==> src/rtl/elevator_pkg.sv <==
// Shared types for the SCAN elevator scheduler: car states, slot status and direction encoding.
package elevator_pkg;

    typedef enum logic [1:0] {
        ST_IDLE = 2'd0,
        ST_MOVE = 2'd1,
        ST_DOOR = 2'd2
    } state_e;

    typedef enum logic [1:0] {
        SLOT_FREE    = 2'd0,
        SLOT_WAITING = 2'd1,
        SLOT_ONBOARD = 2'd2
    } slot_e;

    localparam logic DIR_UP   = 1'b1;
    localparam logic DIR_DOWN = 1'b0;

endpackage

==> src/rtl/elevator_slot_table.sv <==
// Ride-request slot table: free-slot allocation, boarding/alighting updates and the floor target mask.
module elevator_slot_table
    import elevator_pkg::*;
#(
    parameter int unsigned NUM_FLOORS = 8,
    parameter int unsigned NUM_SLOTS  = 4,
    localparam int unsigned FLOOR_W   = $clog2(NUM_FLOORS),
    localparam int unsigned ID_W      = (NUM_SLOTS > 1) ? $clog2(NUM_SLOTS) : 1
) (
    input  logic                  clk,
    input  logic                  rst,
    input  logic                  store,
    input  logic [FLOOR_W-1:0]    store_src,
    input  logic [FLOOR_W-1:0]    store_dest,
    input  logic                  door_active,
    input  logic [FLOOR_W-1:0]    cur_floor,
    output logic                  free_any,
    output logic [ID_W-1:0]       free_id,
    output logic [NUM_FLOORS-1:0] target_mask,
    output logic                  done_valid,
    output logic [NUM_SLOTS-1:0]  done_mask
);

    slot_e              status_q [NUM_SLOTS];
    logic [FLOOR_W-1:0] src_q    [NUM_SLOTS];
    logic [FLOOR_W-1:0] dest_q   [NUM_SLOTS];
    logic [NUM_SLOTS-1:0] alight;

    // Lowest-index free slot wins; scanning downward leaves the lowest one last.
    always_comb begin
        free_any = 1'b0;
        free_id  = '0;
        for (int i = NUM_SLOTS - 1; i >= 0; i--) begin
            if (status_q[i] == SLOT_FREE) begin
                free_any = 1'b1;
                free_id  = ID_W'(i);
            end
        end
    end

    always_comb begin
        target_mask = '0;
        alight      = '0;
        for (int i = 0; i < NUM_SLOTS; i++) begin
            if (status_q[i] == SLOT_WAITING) begin
                target_mask[src_q[i]] = 1'b1;
            end else if (status_q[i] == SLOT_ONBOARD) begin
                target_mask[dest_q[i]] = 1'b1;
            end
            alight[i] = door_active && (status_q[i] == SLOT_ONBOARD) && (dest_q[i] == cur_floor);
        end
    end

    // Door actions only touch occupied slots, so a same-edge accept never collides with them.
    always_ff @(posedge clk or posedge rst) begin
        if (rst) begin
            for (int i = 0; i < NUM_SLOTS; i++) begin
                status_q[i] <= SLOT_FREE;
                src_q[i]    <= '0;
                dest_q[i]   <= '0;
            end
            done_mask  <= '0;
            done_valid <= 1'b0;
        end else begin
            for (int i = 0; i < NUM_SLOTS; i++) begin
                if (alight[i]) begin
                    status_q[i] <= SLOT_FREE;
                end else if (door_active && (status_q[i] == SLOT_WAITING) && (src_q[i] == cur_floor)) begin
                    status_q[i] <= SLOT_ONBOARD;
                end else if (store && (status_q[i] == SLOT_FREE) && (free_id == ID_W'(i))) begin
                    status_q[i] <= SLOT_WAITING;
                    src_q[i]    <= store_src;
                    dest_q[i]   <= store_dest;
                end
            end
            done_mask  <= alight;
            done_valid <= |alight;
        end
    end

endmodule

==> src/rtl/elevator_scan_scheduler.sv <==
// SCAN elevator scheduler: request handshake, car FSM with move/door timers, floor and direction tracking.
module elevator_scan_scheduler
    import elevator_pkg::*;
#(
    parameter int unsigned NUM_FLOORS  = 8,
    parameter int unsigned NUM_SLOTS   = 4,
    parameter int unsigned MOVE_CYCLES = 10,
    parameter int unsigned DOOR_CYCLES = 30,
    localparam int unsigned FLOOR_W    = $clog2(NUM_FLOORS),
    localparam int unsigned ID_W       = (NUM_SLOTS > 1) ? $clog2(NUM_SLOTS) : 1
) (
    input  logic                 clk,
    input  logic                 rst,
    input  logic                 req_valid,
    input  logic [FLOOR_W-1:0]   req_src,
    input  logic [FLOOR_W-1:0]   req_dest,
    output logic                 req_ready,
    output logic [ID_W-1:0]      req_id,
    output logic                 req_err,
    output logic                 done_valid,
    output logic [NUM_SLOTS-1:0] done_mask,
    output logic [FLOOR_W-1:0]   ev_floor,
    output logic                 ev_dir,
    output logic                 ev_moving,
    output logic                 ev_door
);

    localparam int unsigned TIMER_MAX = (MOVE_CYCLES > DOOR_CYCLES) ? MOVE_CYCLES : DOOR_CYCLES;
    localparam int unsigned TIMER_W   = $clog2(TIMER_MAX + 1);
    localparam logic [FLOOR_W:0] FLOOR_LIMIT = (FLOOR_W + 1)'(NUM_FLOORS);

    state_e                state_q, state_d;
    logic                  dir_d;
    logic [FLOOR_W-1:0]    floor_d;
    logic [TIMER_W-1:0]    timer_q, timer_d;
    logic [NUM_FLOORS-1:0] target_mask;
    logic                  accept, bad_req, above, below, here;

    assign accept  = req_valid && req_ready;
    assign bad_req = (req_src == req_dest) || ({1'b0, req_src} >= FLOOR_LIMIT)
                     || ({1'b0, req_dest} >= FLOOR_LIMIT);

    elevator_slot_table #(
        .NUM_FLOORS (NUM_FLOORS),
        .NUM_SLOTS  (NUM_SLOTS)
    ) u_slots (
        .clk         (clk),
        .rst         (rst),
        .store       (accept && !bad_req),
        .store_src   (req_src),
        .store_dest  (req_dest),
        .door_active (state_q == ST_DOOR),
        .cur_floor   (ev_floor),
        .free_any    (req_ready),
        .free_id     (req_id),
        .target_mask (target_mask),
        .done_valid  (done_valid),
        .done_mask   (done_mask)
    );

    always_comb begin
        above = 1'b0;
        below = 1'b0;
        for (int f = 0; f < NUM_FLOORS; f++) begin
            if (target_mask[f] && (FLOOR_W'(f) > ev_floor)) above = 1'b1;
            if (target_mask[f] && (FLOOR_W'(f) < ev_floor)) below = 1'b1;
        end
        here = target_mask[ev_floor];
    end

    // Next-state: keep heading while targets lie ahead, reverse only from IDLE.
    always_comb begin
        state_d = state_q;
        dir_d   = ev_dir;
        floor_d = ev_floor;
        timer_d = timer_q;
        case (state_q)
            ST_IDLE: begin
                timer_d = '0;
                if (here) begin
                    state_d = ST_DOOR;
                end else if (ev_dir == DIR_UP) begin
                    if (above) begin
                        state_d = ST_MOVE;
                    end else if (below) begin
                        dir_d   = DIR_DOWN;
                        state_d = ST_MOVE;
                    end
                end else begin
                    if (below) begin
                        state_d = ST_MOVE;
                    end else if (above) begin
                        dir_d   = DIR_UP;
                        state_d = ST_MOVE;
                    end
                end
            end
            ST_MOVE: begin
                if (timer_q == TIMER_W'(MOVE_CYCLES - 1)) begin
                    state_d = ST_IDLE;
                    timer_d = '0;
                    floor_d = (ev_dir == DIR_UP) ? ev_floor + FLOOR_W'(1) : ev_floor - FLOOR_W'(1);
                end else begin
                    timer_d = timer_q + TIMER_W'(1);
                end
            end
            ST_DOOR: begin
                if (timer_q == TIMER_W'(DOOR_CYCLES - 1)) begin
                    state_d = ST_IDLE;
                    timer_d = '0;
                end else begin
                    timer_d = timer_q + TIMER_W'(1);
                end
            end
            default: begin
                state_d = ST_IDLE;
                timer_d = '0;
            end
        endcase
    end

    always_ff @(posedge clk or posedge rst) begin
        if (rst) begin
            state_q   <= ST_IDLE;
            timer_q   <= '0;
            ev_floor  <= '0;
            ev_dir    <= DIR_UP;
            ev_moving <= 1'b0;
            ev_door   <= 1'b0;
            req_err   <= 1'b0;
        end else begin
            state_q   <= state_d;
            timer_q   <= timer_d;
            ev_floor  <= floor_d;
            ev_dir    <= dir_d;
            ev_moving <= (state_d == ST_MOVE);
            ev_door   <= (state_d == ST_DOOR);
            req_err   <= accept && bad_req;
        end
    end

endmodule

==> config.mk <==
export PLATFORM = sky130hd
export DESIGN_NAME = elevator_scan_scheduler
export DESIGN_NICKNAME = d
export VERILOG_FILES = /design/src/rtl/elevator_pkg.sv /design/src/rtl/elevator_slot_table.sv /design/src/rtl/elevator_scan_scheduler.sv
export SDC_FILE = /design/constraint.sdc
export NUM_CORES = 1
export LEC_CHECK = 0
export BUFFER_PORTS_ARGS = -buffer_cell sky130_fd_sc_hd__buf_2
export CORE_UTILIZATION = 66
export CTS_CLUSTER_DIAMETER = 200
export DETAILED_ROUTE_END_ITERATION = 10
export GPL_ROUTABILITY_DRIVEN = 0
export PLACE_DENSITY = 0.88
export RECOVER_POWER = 100
export REMOVE_ABC_BUFFERS = 1
export SLEW_MARGIN = 5
export SYNTH_ARGS = -nofsm -noshare
export SYNTH_HDL_FRONTEND = slang
export SYNTH_SLANG_ARGS = --single-unit
==> constraint.sdc <==
create_clock -name clk -period 5.53 [get_ports clk]
set_input_delay 0.8295 -clock clk [delete_from_list [all_inputs] [get_ports clk]]
set_output_delay 0.8295 -clock clk [all_outputs]
set_load 0.05 [all_outputs]
==> qor.csv, run 1 <==
stage,metric,value,unit
status,status,finished with violations,
status,violations,"max-capacitance violations, max-slew violations",
global_route,grt_pass1_vias,2842,
clock_tree,htreeDepth,2,
global_route,grt_max_degree,52,
layout,layout_commonest_cell,dfrtp_1,
global_route,antenna_found_initial,0,
timing,fin_hold_ws,503,ps
timing,slew_violations,52,
timing,slew_headroom,-22.6,%
synthesis,ys.flop_type,dfrtp_1,
layout,drive_above_1_share,12.6,%
timing,period_needed,3240,ps
global_route,track_usage,32.4,%
synthesis,yosys.cell_types.count,61,
timing,rsz0062_at_grt,false,
floorplan,num_rows,26,
layout,multi_input_area,2050,um2
timing,max_clock_freq,309,MHz
floorplan,die_x,74.6,um
layout,num_antenna_cells,0,
route,dr.pass1.iters,6,
job,drv_cap,1,
layout,seq_area,1280,um2
critical_path,path_max_fanout,8,
floorplan,die_area,5570,um2
synthesis,ys_seq_area_share,36.7,%
global_route,grt_pass1_wl,13500,um
critical_path,crit_path_max_incr_delay,550,ps
clock_tree,cts_tree,yes,
critical_path,start_kind,flop,
worst_hold_path,hp-start,timer_q[0]$_DFF_PP0_,
critical_path,rr_startpoint,u_slots.status_q[6]$_DFFE_PP0P_,
floorplan,ios,24,
floorplan,start_util,68.2,%
timing,setup_viol_count_final,0,
critical_path,critical_path.slowest_cell,or4_1,
layout,syn_to_final_growth,4.53,%
synthesis,synth_edf_count,0,
clock_tree,clk_pin_slew,100,ps
route,num_vias,3043,
critical_path,cp_num_buf_inv,0,
clock_tree,cts_buffers,5,
route,via_per_inst,6.62,
clock_tree,postCtsHoldBufs,0,
layout,fillers,427,
clock_tree,postCtsSetupBuffers,0,
placement,portBuffers,23,
synthesis,ys_ff_latch,51,
critical_path,crit_top_cell,o22ai_1,
synthesis,avgSynthCellArea,9.24,um2
route,ant_nets,0,
synthesis,async_flop_share,100,%
critical_path,critPathRequiredTime,5780,ps
clock_tree,ctsResizeCount,0,
floorplan,core_area,5110,um2
critical_path,critPathKind,flop to flop,
timing,finalHoldViolations,0,
placement,hpwl,6000,um
timing,min_period_over_period,58.6,%
critical_path,crit_start,u_slots.status_q[6]$_DFFE_PP0P_,
pwr,p_leak,1.50,nW
floorplan,die_h,74.6,um
clock_tree,clock-sinks,51,
critical_path,end_kind,flop,
pwr,power_density,535,nW/um2
timing,fin_worst_skew,6.10,ps
critical_path,path_cells,or3b_1 -> nor3_1 -> or4_1 -> nor4_1 -> o22ai_1 -> a311oi_1 -> a22oi_2 -> o22ai_1 -> and3b_1,
route,drc_errors,0,
clock_tree,clock_latency,310,ps
synthesis,yosys_warnings,0,
timing,finalSetupTns,0,ps
critical_path,crit_arrival,3480,ps
clock_tree,clock_tree.root_cell,clkbuf_8,
route,wl_per_cell,17.8,um
clock_tree,ctsLongestPathBuffers,2,
route,first_iter_violations,517,
synthesis,syn_area,3480,um2
pwr,ir_worst_vdd,0.000370,V
layout,final_cell_mix,"dfrtp_1, nor2_1, nor3_1",
worst_hold_path,hold_class,flop to flop,
global_route,overflow,0,
critical_path,critical-path-top-delay-family,simple AND/OR/NAND/NOR gates,
route,finalWirelength,8180,um
timing,tightest_slew,1840,ps
layout,nets,410,
synthesis,synthCells,377,
-- area by class of cell --
| type | count | area share, % |
|---|---|---|
| Multi-Input combinational cell | 296 | 56.2 |
| Sequential cell | 51 | 35.1 |
| Timing Repair Buffer | 25 | 2.82 |
| Tap cell | 70 | 2.41 |
| Clock buffer | 6 | 1.99 |
| Inverter | 10 | 1.03 |
| Clock inverter | 2 | 0.447 |
-- registers in the layout, summed over array words and instances, names as in the netlist --
signal	flops
u_slots.dest_q	12
ev_dir	1
timer_q	5
u_slots.done_mask	4
req_err	1
u_slots.done_valid	1
ev_floor	3
ev_moving	1
u_slots.src_q	12
state_q	2
u_slots.status_q	8
ev_door	1
-- logic make-up (layout without fill, tap and decap cells) --
family,Yosys count,count (layout),synth area share [%]
compound gates,65,65,14.2
simple gates,163,163,25.3
mux,24,24,7.76
flops,51,51,36.7
xor+xnor,32,32,8.05
fa+ha+maj,12,12,4.31
buf+inv,30,43,3.70
-- metrics by stage --
stage	std cells	util, %	total power, mW	area, um2	worst slack (ps)
3_3_place_gp	452	70.7	1.69	3610	2830
5_1_grt	460	71.3	2.08	3640	2050
4_1_cts	460	72.4	1.95	3700	2740
3_5_place_dp	452	70.7	1.72	3610	2760
6_report	460	71.3	1.95	3640	2290
2_1_floorplan	357	-	1.47	3390	2810
-- synth_stat cells (all sizes together) (7+ instances only) --
cell,instances,area [um2]
nor2,33,124
a21oi,7,35.0
buf,10,53.8
mux2,24,270
nor4,8,56.3
nand3,13,65.1
dfrtp,50,1250
o21ai,10,50.1
xor2,18,158
o22ai,15,100
inv,10,37.5
ha,12,150
nor3,27,135
clkbuf,10,37.5
nand3b,9,67.6
xnor2,14,123
nand2b,16,100
nand2,24,90.1
-- worst register-to-register path: stages, from the launching register on --
cell and delay [ps]:
dfrtp_1 460, or3b_1 290, nor3_1 70, or4_1 550, nor4_1 510, o22ai_1 200, a311oi_1 530, a22oi_2 160
o22ai_1 220, and3b_1 190
-- final timing paths --
check,cells after the start,slack [ps],to
min in group asynchronous,2,1110,u_slots.dest_q[5]$_DFFE_PP0P_
max in group asynchronous,2,3370,u_slots.src_q[5]$_DFFE_PP0P_
setup reg to reg,9,2290,ev_door$_DFF_PP0_
hold reg to reg,1,500,timer_q[0]$_DFF_PP0_
setup / recovery,9,2290,ev_door$_DFF_PP0_
hold / removal,1,500,timer_q[0]$_DFF_PP0_
-- routing by layer --
metal / vias up / GRT usage (%) / part of all wire (%)
met2: 177 / 48.8 / 44
met5: - / 0 / 0
met1: 1436 / 45.3 / 43
li1: 1398 / - / -
met3: 32 / 7.90 / 11
met4: 0 / 12.6 / 2.4
-- report_power, final --
group / leakage [nW] / switching (mW) / internal [mW]
logic: 0.821 / 0.531 / 0.422
clock network: 0.0418 / 0.126 / 0.0911
registers: 0.633 / 0.274 / 0.505
Note: power is estimated with default switching activity, not from simulation.
==> run 2, diff against run 1 <==
- CORE_UTILIZATION: 66 -> 55
- PLACE_DENSITY: 0.88 -> 0.78
- clock period: 5.53 -> 2.88 ns (I/O delays scaled with it)
==> run 2 against run 1 <==
- the flow now finishes without violations
- via count grew 2.3%
- wire length rose by 7.6%
- combinational power grew 110%
==> qor.csv, run 2 (synthesis gave the netlist of run 1 again) <==
stage,metric,value,unit
status,status,finished clean,
placement,pre_cts_ws,192,ps
timing,slew_violations,0,
placement,hpwl,6560,um
floorplan,die_x,81.6,um
clock_tree,clock_tree.root_cell,clkbuf_8,
pwr,p_leak,1.58,nW
critical_path,end_kind,flop,
floorplan,die_area,6650,um2
floorplan,die_h,81.6,um
route,via_per_inst,6.47,
job,drv_cap,0,
critical_path,crit_arrival,3040,ps
clock_tree,ctsLongestPathBuffers,2,
timing,fin_worst_skew,10.8,ps
route,wl_per_cell,18.3,um
worst_hold_path,hold_class,primary input to asynchronous set/reset pin,
global_route,antenna_found_initial,0,
clock_tree,postCtsSetupBuffers,0,
timing,fin_ws,104,ps
clock_tree,clock-sinks,51,
route,num_vias,3112,
layout,drive_above_1_share,15.8,%
layout,syn_to_final_growth,9.34,%
floorplan,core_area,6030,um2
route,first_iter_violations,425,
clock_tree,cts_buffers,5,
clock_tree,clock_latency,320,ps
critical_path,critPathRequiredTime,3140,ps
global_route,grt_pass1_vias,2914,
global_route,grt_pass1_wl,14300,um
route,ant_nets,0,
floorplan,num_rows,28,
layout,layout_commonest_cell,dfrtp_1,
layout,nets,426,
pwr,ir_worst_vdd,0.000573,V
route,drc_errors,0,
critical_path,path_max_fanout,6,
timing,tightest_slew,1170,ps
clock_tree,clk_pin_slew,100,ps
global_route,overflow,0,
critical_path,critPathKind,flop to flop,
global_route,track_usage,28.4,%
timing,max_clock_freq,360,MHz
layout,num_antenna_cells,0,
floorplan,start_util,57.8,%
timing,min_period_over_period,96.4,%
timing,finalHoldViolations,0,
timing,slew_headroom,22.0,%
global_route,grt_max_degree,22,
timing,setup_viol_count_final,0,
critical_path,start_kind,flop,
clock_tree,cts_tree,yes,
clock_tree,htreeDepth,2,
layout,top_regs,"u_slots.dest_q: 12 flops, u_slots.src_q: 12 flops, u_slots.status_q: 8 flops",
timing,period_needed,2780,ps
route,dr.pass1.iters,7,
route,finalWirelength,8800,um
placement,portBuffers,23,
timing,rsz0062_at_grt,false,
clock_tree,postCtsHoldBufs,0,
timing,finalSetupTns,0,ps
layout,final_cell_mix,"dfrtp_1, nor2_1, nor3_1",
floorplan,ios,24,
pwr,power_density,1040,nW/um2
-- run 2: changes by cell type in the layout (fill, tap and decap cells not counted), sizes merged --
cell	before	now
buf	7	17
clkbuf	24	29
clkinv	0	2
bufinv	0	1
clkinvlp	1	0
inv	11	10
-- run 2: worst paths after layout --
kind | end | start | slack [ps] | depth (start not counted)
setup / recovery | ev_door$_DFF_PP0_ | u_slots.status_q[5]$_DFFE_PP0P_ | 100 | 11
hold / removal | u_slots.dest_q[6]$_DFFE_PP0P_ | rst | 160 | 2
setup reg to reg | ev_door$_DFF_PP0_ | u_slots.status_q[5]$_DFFE_PP0P_ | 100 | 11
hold reg to reg | timer_q[0]$_DFF_PP0_ | timer_q[0]$_DFF_PP0_ | 520 | 1
max in group asynchronous | u_slots.status_q[7]$_DFFE_PP0P_ | rst | 1190 | 3
min in group clk | req_err$_DFF_PP0_ | req_valid | 360 | 3
-- run 2: worst max-delay path, stage by stage (launching register included) --
cell	delay, ps
dfrtp_1	400
clkbuf_1	250
nand3b_1	230
nor3_1	70
nor4_1	380
buf_4	200
a21oi_1	60
o32a_1	330
a311oi_4	330
a22oi_2	140
o22ai_2	160
and3b_1	170
-- run 2: layout make-up --
| cell class | count | area [um2] |
|---|---|---|
| Fill cell | 537 | 2220 |
| Multi-Input combinational cell | 296 | 2080 |
| Sequential cell | 51 | 1280 |
| Timing Repair Buffer | 41 | 200 |
| Tap cell | 75 | 93.8 |
| Clock buffer | 5 | 68.8 |
| Clock inverter | 3 | 43.8 |
| Inverter | 10 | 37.5 |
-- run 2: what timing repair did --
item,4_1_cts,5_1_grt
resized for setup,0,2
endpoints found under the hold margin,0,0
setup endpoints to repair,0,3
-- run 2: where the power goes --
part,switching (mW),internal [mW]
clock network,0.258,0.259
logic,1.13,0.894
registers,0.452,0.973
total,1.84,2.13
-- run 2: layer usage --
metal | vias up | wire length, um | share of wire, % | track usage (%)
met5 | - | 0 | 0 | 0
met4 | 0 | 172 | 2.0 | 8.77
met3 | 22 | 838 | 9.5 | 5.33
met2 | 170 | 4050 | 46 | 44.3
met1 | 1496 | 3740 | 42 | 39.9
li1 | 1424 | - | - | -
-- run 2: through the flow --
step / instance area, um2 / std cells / total power, mW / utilization [%] / hold slack [ps]
after floorplan: 3390 / 357 / 2.83 / - / 460
after global placement: 3730 / 473 / 3.31 / 62.0 / 394
after detailed placement: 3730 / 473 / 3.39 / 62.0 / 404
after CTS: 3850 / 481 / 3.91 / 63.8 / 62.9
after global routing: 3810 / 481 / 4.20 / 63.2 / 193
final: 3810 / 481 / 3.96 / 63.2 / 161
